<file path="config.mk">
export PLATFORM = sky130hd
export DESIGN_NAME = asm_stream_encoder_flat
export DESIGN_NICKNAME = d
export VERILOG_FILES = /design/src/rtl/asm_stream_if.sv /design/src/rtl/asm_stream_encoder.sv /design/src/flat_wrapper.sv
export SDC_FILE = /design/constraint.sdc
export NUM_CORES = 1
export LEC_CHECK = 0
export CAP_MARGIN = 20
export CELL_PAD_IN_SITES_DETAIL_PLACEMENT = 1
export CELL_PAD_IN_SITES_GLOBAL_PLACEMENT = 1
export CORE_ASPECT_RATIO = 1.25
export CORE_MARGIN = 1
export CORE_UTILIZATION = 47
export CTS_CLUSTER_SIZE = 16
export DETAILED_ROUTE_END_ITERATION = 10
export PLACE_DENSITY = 0.9
export SYNTH_ARGS = -nofsm -noshare
export SYNTH_HDL_FRONTEND = slang
export SYNTH_SLANG_ARGS = --single-unit
</file>
<file path="constraint.sdc">
create_clock -name clk -period 8.1 [get_ports clk]
set_input_delay 0.81 -clock clk [delete_from_list [all_inputs] [get_ports clk]]
set_output_delay 0.81 -clock clk [all_outputs]
set_load 0.01 [all_outputs]
</file>
<file path="src/rtl/asm_stream_if.sv">
// Valid/ready field-bundle and encoded-word stream bundle for asm_stream_encoder.
// The master drives the field bundle and pop requests; the slave is the encoder.
interface asm_stream_if #(
  parameter int DEPTH = 4
);
  localparam int AW = $clog2(DEPTH);

  logic        in_valid;
  logic        in_ready;
  logic [3:0]  in_op;
  logic [4:0]  in_rs;
  logic [4:0]  in_rt;
  logic [4:0]  in_rd;
  logic [25:0] in_imm;
  logic        out_valid;
  logic        out_ready;
  logic [31:0] out_word;
  logic [31:0] out_addr;
  logic [AW:0] count;
  logic        err;

  modport master (
    output in_valid, in_op, in_rs, in_rt, in_rd, in_imm, out_ready,
    input  in_ready, out_valid, out_word, out_addr, count, err
  );

  modport slave (
    input  in_valid, in_op, in_rs, in_rt, in_rd, in_imm, out_ready,
    output in_ready, out_valid, out_word, out_addr, count, err
  );
endinterface

</file>
<file path="src/rtl/asm_stream_encoder.sv">
// Encodes MIPS field bundles into 32-bit words tagged with their address, buffered in a DEPTH-entry FIFO.
// Optional ASM_CHECK_EN: drop illegal ops (10-15) and raise a sticky err flag instead of pushing zero.
module asm_stream_encoder #(
  parameter int          DEPTH   = 4,
  parameter int          AW      = $clog2(DEPTH),
  parameter logic [31:0] PC_BASE = 32'h0000_3000
) (
  input  logic         clk,
  input  logic         reset,
  asm_stream_if.slave  s
);

  logic [31:0] mem_word_r [DEPTH];
  logic [31:0] mem_addr_r [DEPTH];
  logic [AW-1:0] wr_ptr_r;
  logic [AW-1:0] rd_ptr_r;
  logic [AW:0]   count_r;
  logic [31:0]   pc_r;
  logic          accept_s;
  logic          push_s;
  logic          pop_s;
  logic [31:0]   enc_word_s;

  function automatic logic [31:0] encode(
    input logic [3:0]  op,
    input logic [4:0]  rs,
    input logic [4:0]  rt,
    input logic [4:0]  rd,
    input logic [25:0] imm
  );
    logic [31:0] w;
    case (op)
      4'd0:    w = {6'h00, rs, rt, rd, 5'd0, 6'h20};
      4'd1:    w = {6'h00, rs, rt, rd, 5'd0, 6'h22};
      4'd2:    w = {6'h0d, rs, rt, imm[15:0]};
      4'd3:    w = {6'h23, rs, rt, imm[15:0]};
      4'd4:    w = {6'h2b, rs, rt, imm[15:0]};
      4'd5:    w = {6'h04, rs, rt, imm[15:0]};
      4'd6:    w = {6'h0f, 5'd0, rt, imm[15:0]};
      4'd7:    w = {6'h03, imm};
      4'd8:    w = {6'h00, rs, 15'd0, 6'h08};
      default: w = 32'h0000_0000;  // NOP and illegal ops
    endcase
    return w;
  endfunction

  assign enc_word_s = encode(s.in_op, s.in_rs, s.in_rt, s.in_rd, s.in_imm);
  assign accept_s   = s.in_valid && s.in_ready;
  assign pop_s      = s.out_valid && s.out_ready;

`ifdef ASM_CHECK_EN
  logic illegal_s;
  logic err_r;

  assign illegal_s = (s.in_op > 4'd9);
  assign push_s    = accept_s && !illegal_s;
  assign s.err     = err_r;

  // Sticky flag for an accepted-but-dropped illegal op.
  always_ff @(posedge clk) begin
    if (reset) begin
      err_r <= 1'b0;
    end else if (accept_s && illegal_s) begin
      err_r <= 1'b1;
    end else begin
      err_r <= err_r;
    end
  end
`else
  assign push_s = accept_s;
  assign s.err  = 1'b0;
`endif

  // FIFO storage, pointers, occupancy and running word address.
  always_ff @(posedge clk) begin
    if (reset) begin
      for (int i = 0; i < DEPTH; i++) begin
        mem_word_r[i] <= 32'h0000_0000;
        mem_addr_r[i] <= 32'h0000_0000;
      end
      wr_ptr_r <= '0;
      rd_ptr_r <= '0;
      count_r  <= '0;
      pc_r     <= PC_BASE;
    end else begin
      if (push_s) begin
        mem_word_r[wr_ptr_r] <= enc_word_s;
        mem_addr_r[wr_ptr_r] <= pc_r;
        wr_ptr_r             <= wr_ptr_r + AW'(1);
        pc_r                 <= pc_r + 32'd4;
      end
      if (pop_s) begin
        rd_ptr_r <= rd_ptr_r + AW'(1);
      end
      case ({push_s, pop_s})
        2'b10:   count_r <= count_r + (AW+1)'(1);
        2'b01:   count_r <= count_r - (AW+1)'(1);
        default: count_r <= count_r;
      endcase
    end
  end

  assign s.in_ready  = (count_r != (AW+1)'(DEPTH));
  assign s.out_valid = (count_r != '0);
  assign s.out_word  = mem_word_r[rd_ptr_r];
  assign s.out_addr  = mem_addr_r[rd_ptr_r];
  assign s.count     = count_r;

endmodule
</file>
<file path="src/flat_wrapper.sv">
// flat-port wrapper written by rule: the top's interface ports become plain ports
module asm_stream_encoder_flat 
#(
  parameter int          DEPTH   = 4,
  parameter int          AW      = $clog2(DEPTH),
  parameter logic [31:0] PC_BASE = 32'h0000_3000
)
  (clk, reset, s_in_valid, s_in_op, s_in_rs, s_in_rt, s_in_rd, s_in_imm, s_out_ready, s_in_ready, s_out_valid, s_out_word, s_out_addr, s_count, s_err);
  asm_stream_if #(.DEPTH(DEPTH)) s_i ();
  input  logic clk;
  input  logic reset;
  input wire logic [$bits(s_i.in_valid)-1:0] s_in_valid;
  input wire logic [$bits(s_i.in_op)-1:0] s_in_op;
  input wire logic [$bits(s_i.in_rs)-1:0] s_in_rs;
  input wire logic [$bits(s_i.in_rt)-1:0] s_in_rt;
  input wire logic [$bits(s_i.in_rd)-1:0] s_in_rd;
  input wire logic [$bits(s_i.in_imm)-1:0] s_in_imm;
  input wire logic [$bits(s_i.out_ready)-1:0] s_out_ready;
  output wire logic [$bits(s_i.in_ready)-1:0] s_in_ready;
  output wire logic [$bits(s_i.out_valid)-1:0] s_out_valid;
  output wire logic [$bits(s_i.out_word)-1:0] s_out_word;
  output wire logic [$bits(s_i.out_addr)-1:0] s_out_addr;
  output wire logic [$bits(s_i.count)-1:0] s_count;
  output wire logic [$bits(s_i.err)-1:0] s_err;
  assign s_i.in_valid = s_in_valid;
  assign s_i.in_op = s_in_op;
  assign s_i.in_rs = s_in_rs;
  assign s_i.in_rt = s_in_rt;
  assign s_i.in_rd = s_in_rd;
  assign s_i.in_imm = s_in_imm;
  assign s_i.out_ready = s_out_ready;
  assign s_in_ready = s_i.in_ready;
  assign s_out_valid = s_i.out_valid;
  assign s_out_word = s_i.out_word;
  assign s_out_addr = s_i.out_addr;
  assign s_count = s_i.count;
  assign s_err = s_i.err;
  asm_stream_encoder #(.DEPTH(DEPTH), .AW(AW), .PC_BASE(PC_BASE)) u_core (.clk(clk), .reset(reset), .s(s_i));
endmodule
</file>
==> metrics.cfg <==
[timing]
maxSlewHeadroom_pct=25.1
fmax_mhz=239
hold_viol_final=0
holdWs_ns=0.543
period_needed_ns=4.18
setup_viol=0
drv_slew=0
worst_pin_slew_ns=1.12
fin_skew_ns=0.0168
fin_crit_sh_pct=51.6
rsz0062_at_grt=false
finalSetupTns_ns=0

[floorplanning]
core_area_mm2=0.0260
rows=66
dieHeight_um=184
dieArea_mm2=0.0271
initial_core_util_pct=47.8
ios=119
die_w_um=148

[worst_setup_path]
critical_path.cell_chain=clkdlybuf4s50_1, buf_4, inv_1, nand3_1, or3_1, nand2_2, buf_4
rrSetupSlack_ns=4.21
worstPathRequired_ns=8.31
critPathMaxFanout=44
cpLargestDelayFamily=simple AND/OR/NAND/NOR gates
r2r_end=u_core.mem_word_r[0][25]
path_class=in -> reg
slowest_delay_ns=0.90
arrival_ns=4.39
startpoint=reset
start_kind=primary input
r2r_cells=6
path_buf_inv=4
cp_slowest_cell=or3_1
rr_startpoint=u_core.s.count[2]
setup.worst_path.end_class=register
cpMostUsedCell=buf_4

[clock_network]
cts_resized=0
clk_path_buf_depth=3
insertion_delay_ns=0.55
numCtsBuffers=27
htreeDepth=1
cts_tree=yes
postCtsHoldBufs=0
cts_root_buffer=clkbuf_16
cts_sinks=283
clk_pin_slew_ns=0.07
postCtsSetupRepairBufs=0

[synth]
synthCells=908
avgSynthCellArea_um2=13.7
async_flop_share_pct=0
synth-seq-area-share_pct=65.2
ys_types=51
ys.flop_type=edfxtp_1
synth.cell_area_mm2=0.0124
synth_warnings=0
synth_edf_count=244
ys_ff_latch=283

[placement]
dpl.hpwl_um=21200
place.port_buffers=114
place_area_mm2=0.0139
gp_congestion=0.789
dp_cells=1323

[run_status]
outcome=completed

[final_layout]
final_cell_mix=edfxtp_1 (244), nor2_1 (142), clkdlybuf4s50_1 (114)
finalInstanceArea_mm2=0.0149
final_core_util_pct=57.2
area_growth_pct=19.5
fin_nets=1064
final_layout_size_suffix_gt1_share_pct=15.4
final_common_cell=edfxtp_1
antenna_cells=0
fin_cells=1373

[detailed_routing]
route.vias.total=7984
routed_via_density=5.82
wire_per_inst_um=24.0
ant_nets=0
wirelength_um=33000
drtIter0Drc=541
drc_errors=0
drt_pre_antenna_iters=5

[power_and_ir_drop]
powerDensity_mw_per_mm2=272
ir_drop_v=0.000163
power.leakage_uw=0.00537

[global_route]
antenna_found_initial=0
grt_pass1_vias=9018
grt_pass1_wl_um=50800
grt_overflow=0
grt_usage_pct=24.7
grt_max_degree=62

[min_path]
hold_depth=2
hp-start=u_core.rd_ptr_r[1]
hold_path.class=reg -> reg

[flow_run]
maxCapViolCount=0

## metrics by stage
stage / power, uW / worst slack (ns)
final: 4040 / 3.92
after global routing: 4170 / 3.77
after CTS: 4070 / 3.87
after detailed placement: 2720 / 3.34
after global placement: 2680 / 3.56
after floorplan: 2290 / 2.16
## where the power goes
group	internal (uW)	leakage [uW]	switching, uW
sequential	1700	0.00286	79.8
combinational	465	0.00204	437
clock	811	0.000476	554
total	2970	0.00537	1070
## worst max path at each step
stage                                           to  slack [ns]  cells past startpoint
after floorplan           u_core.mem_addr_r[3][10]        2.16                      3
after global placement    u_core.mem_addr_r[0][15]        3.56                      7
after detailed placement  u_core.mem_addr_r[0][17]        3.34                      7
after CTS                 u_core.mem_addr_r[0][21]        3.87                      7
after global routing      u_core.mem_addr_r[0][30]        3.77                      7
final                     u_core.mem_word_r[0][25]        3.92                      7
## metal layers
layer | GRT usage (%) | part of all wire, %
met1 | 28.5 | 38
met2 | 46.2 | 54
met3 | 3.13 | 4.3
met4 | 9.94 | 3.4
met5 | 0 | 0
## worst reg2reg max path, stage by stage, from the launching register on
cell and delay (ns):
dfxtp_1 0.41, nor3b_2 0.58, inv_2 0.24, nand3_1 0.28, or3_1 0.90, nand2_2 0.59, buf_4 0.51
## registers in the layout, summed over array words and instances (netlist names), named ones only
name,flops
u_core.pc_r,30
u_core.mem_word_r,124
u_core.wr_ptr_r,2
u_core.mem_addr_r,120
u_core.s.count,3
u_core.rd_ptr_r,2
## logic make-up (layout without fill, tap and decap cells)
kind of cell	Yosys count	after routing	share of synthesized area (%)
AND/OR/NAND/NOR	367	367	14.6
flip-flops	283	283	65.2
buffers and inverters	111	233	3.84
multiplexers	77	77	12.5
AO/OA/AOI/OAI	52	52	2.55
XOR/XNOR	14	14	0.985
adder cells (fa/ha/maj)	3	3	0.362
other	1	4	0.0301
## cell type report
cell class / count / area (um^2)
repair buffers: 126 / 1240
multi-input cells: 517 / 3910
clock buffers: 33 / 738
flip-flops and latches: 283 / 8110
well taps: 340 / 425
clock inverters: 17 / 225
fillers: 2509 / 11100
inverters: 57 / 214
## synth_stat cells, types with 2 or more instances
cell type,instances,area share (%)
a21oi_1,18,0.72
a22oi_1,5,0.30
and2_1,54,2.7
and3_1,11,0.55
and3_2,2,0.12
and4_1,2,0.14
buf_1,6,0.18
buf_2,2,0.080
buf_4,4,0.24
buf_6,2,0.18
clkbuf_1,37,1.1
clkbuf_8,2,0.22
dfxtp_1,39,6.3
edfxtp_1,244,59
ha_1,2,0.20
inv_1,56,1.7
mux2_2,16,1.4
mux4_2,61,11
nand2_1,57,1.7
nand3_1,19,0.76
nand4_1,9,0.45
nor2_1,142,4.3
nor2b_1,9,0.45
nor3_1,25,1.0
nor4_1,7,0.35
o21ai_0,12,0.48
o31ai_1,11,0.66
o41ai_1,2,0.14
or3_1,7,0.35
or3_2,2,0.12
or4_1,10,0.60
or4b_2,2,0.16
xnor2_1,6,0.42
xor2_1,8,0.56
Power figures use the tool's default switching activity.
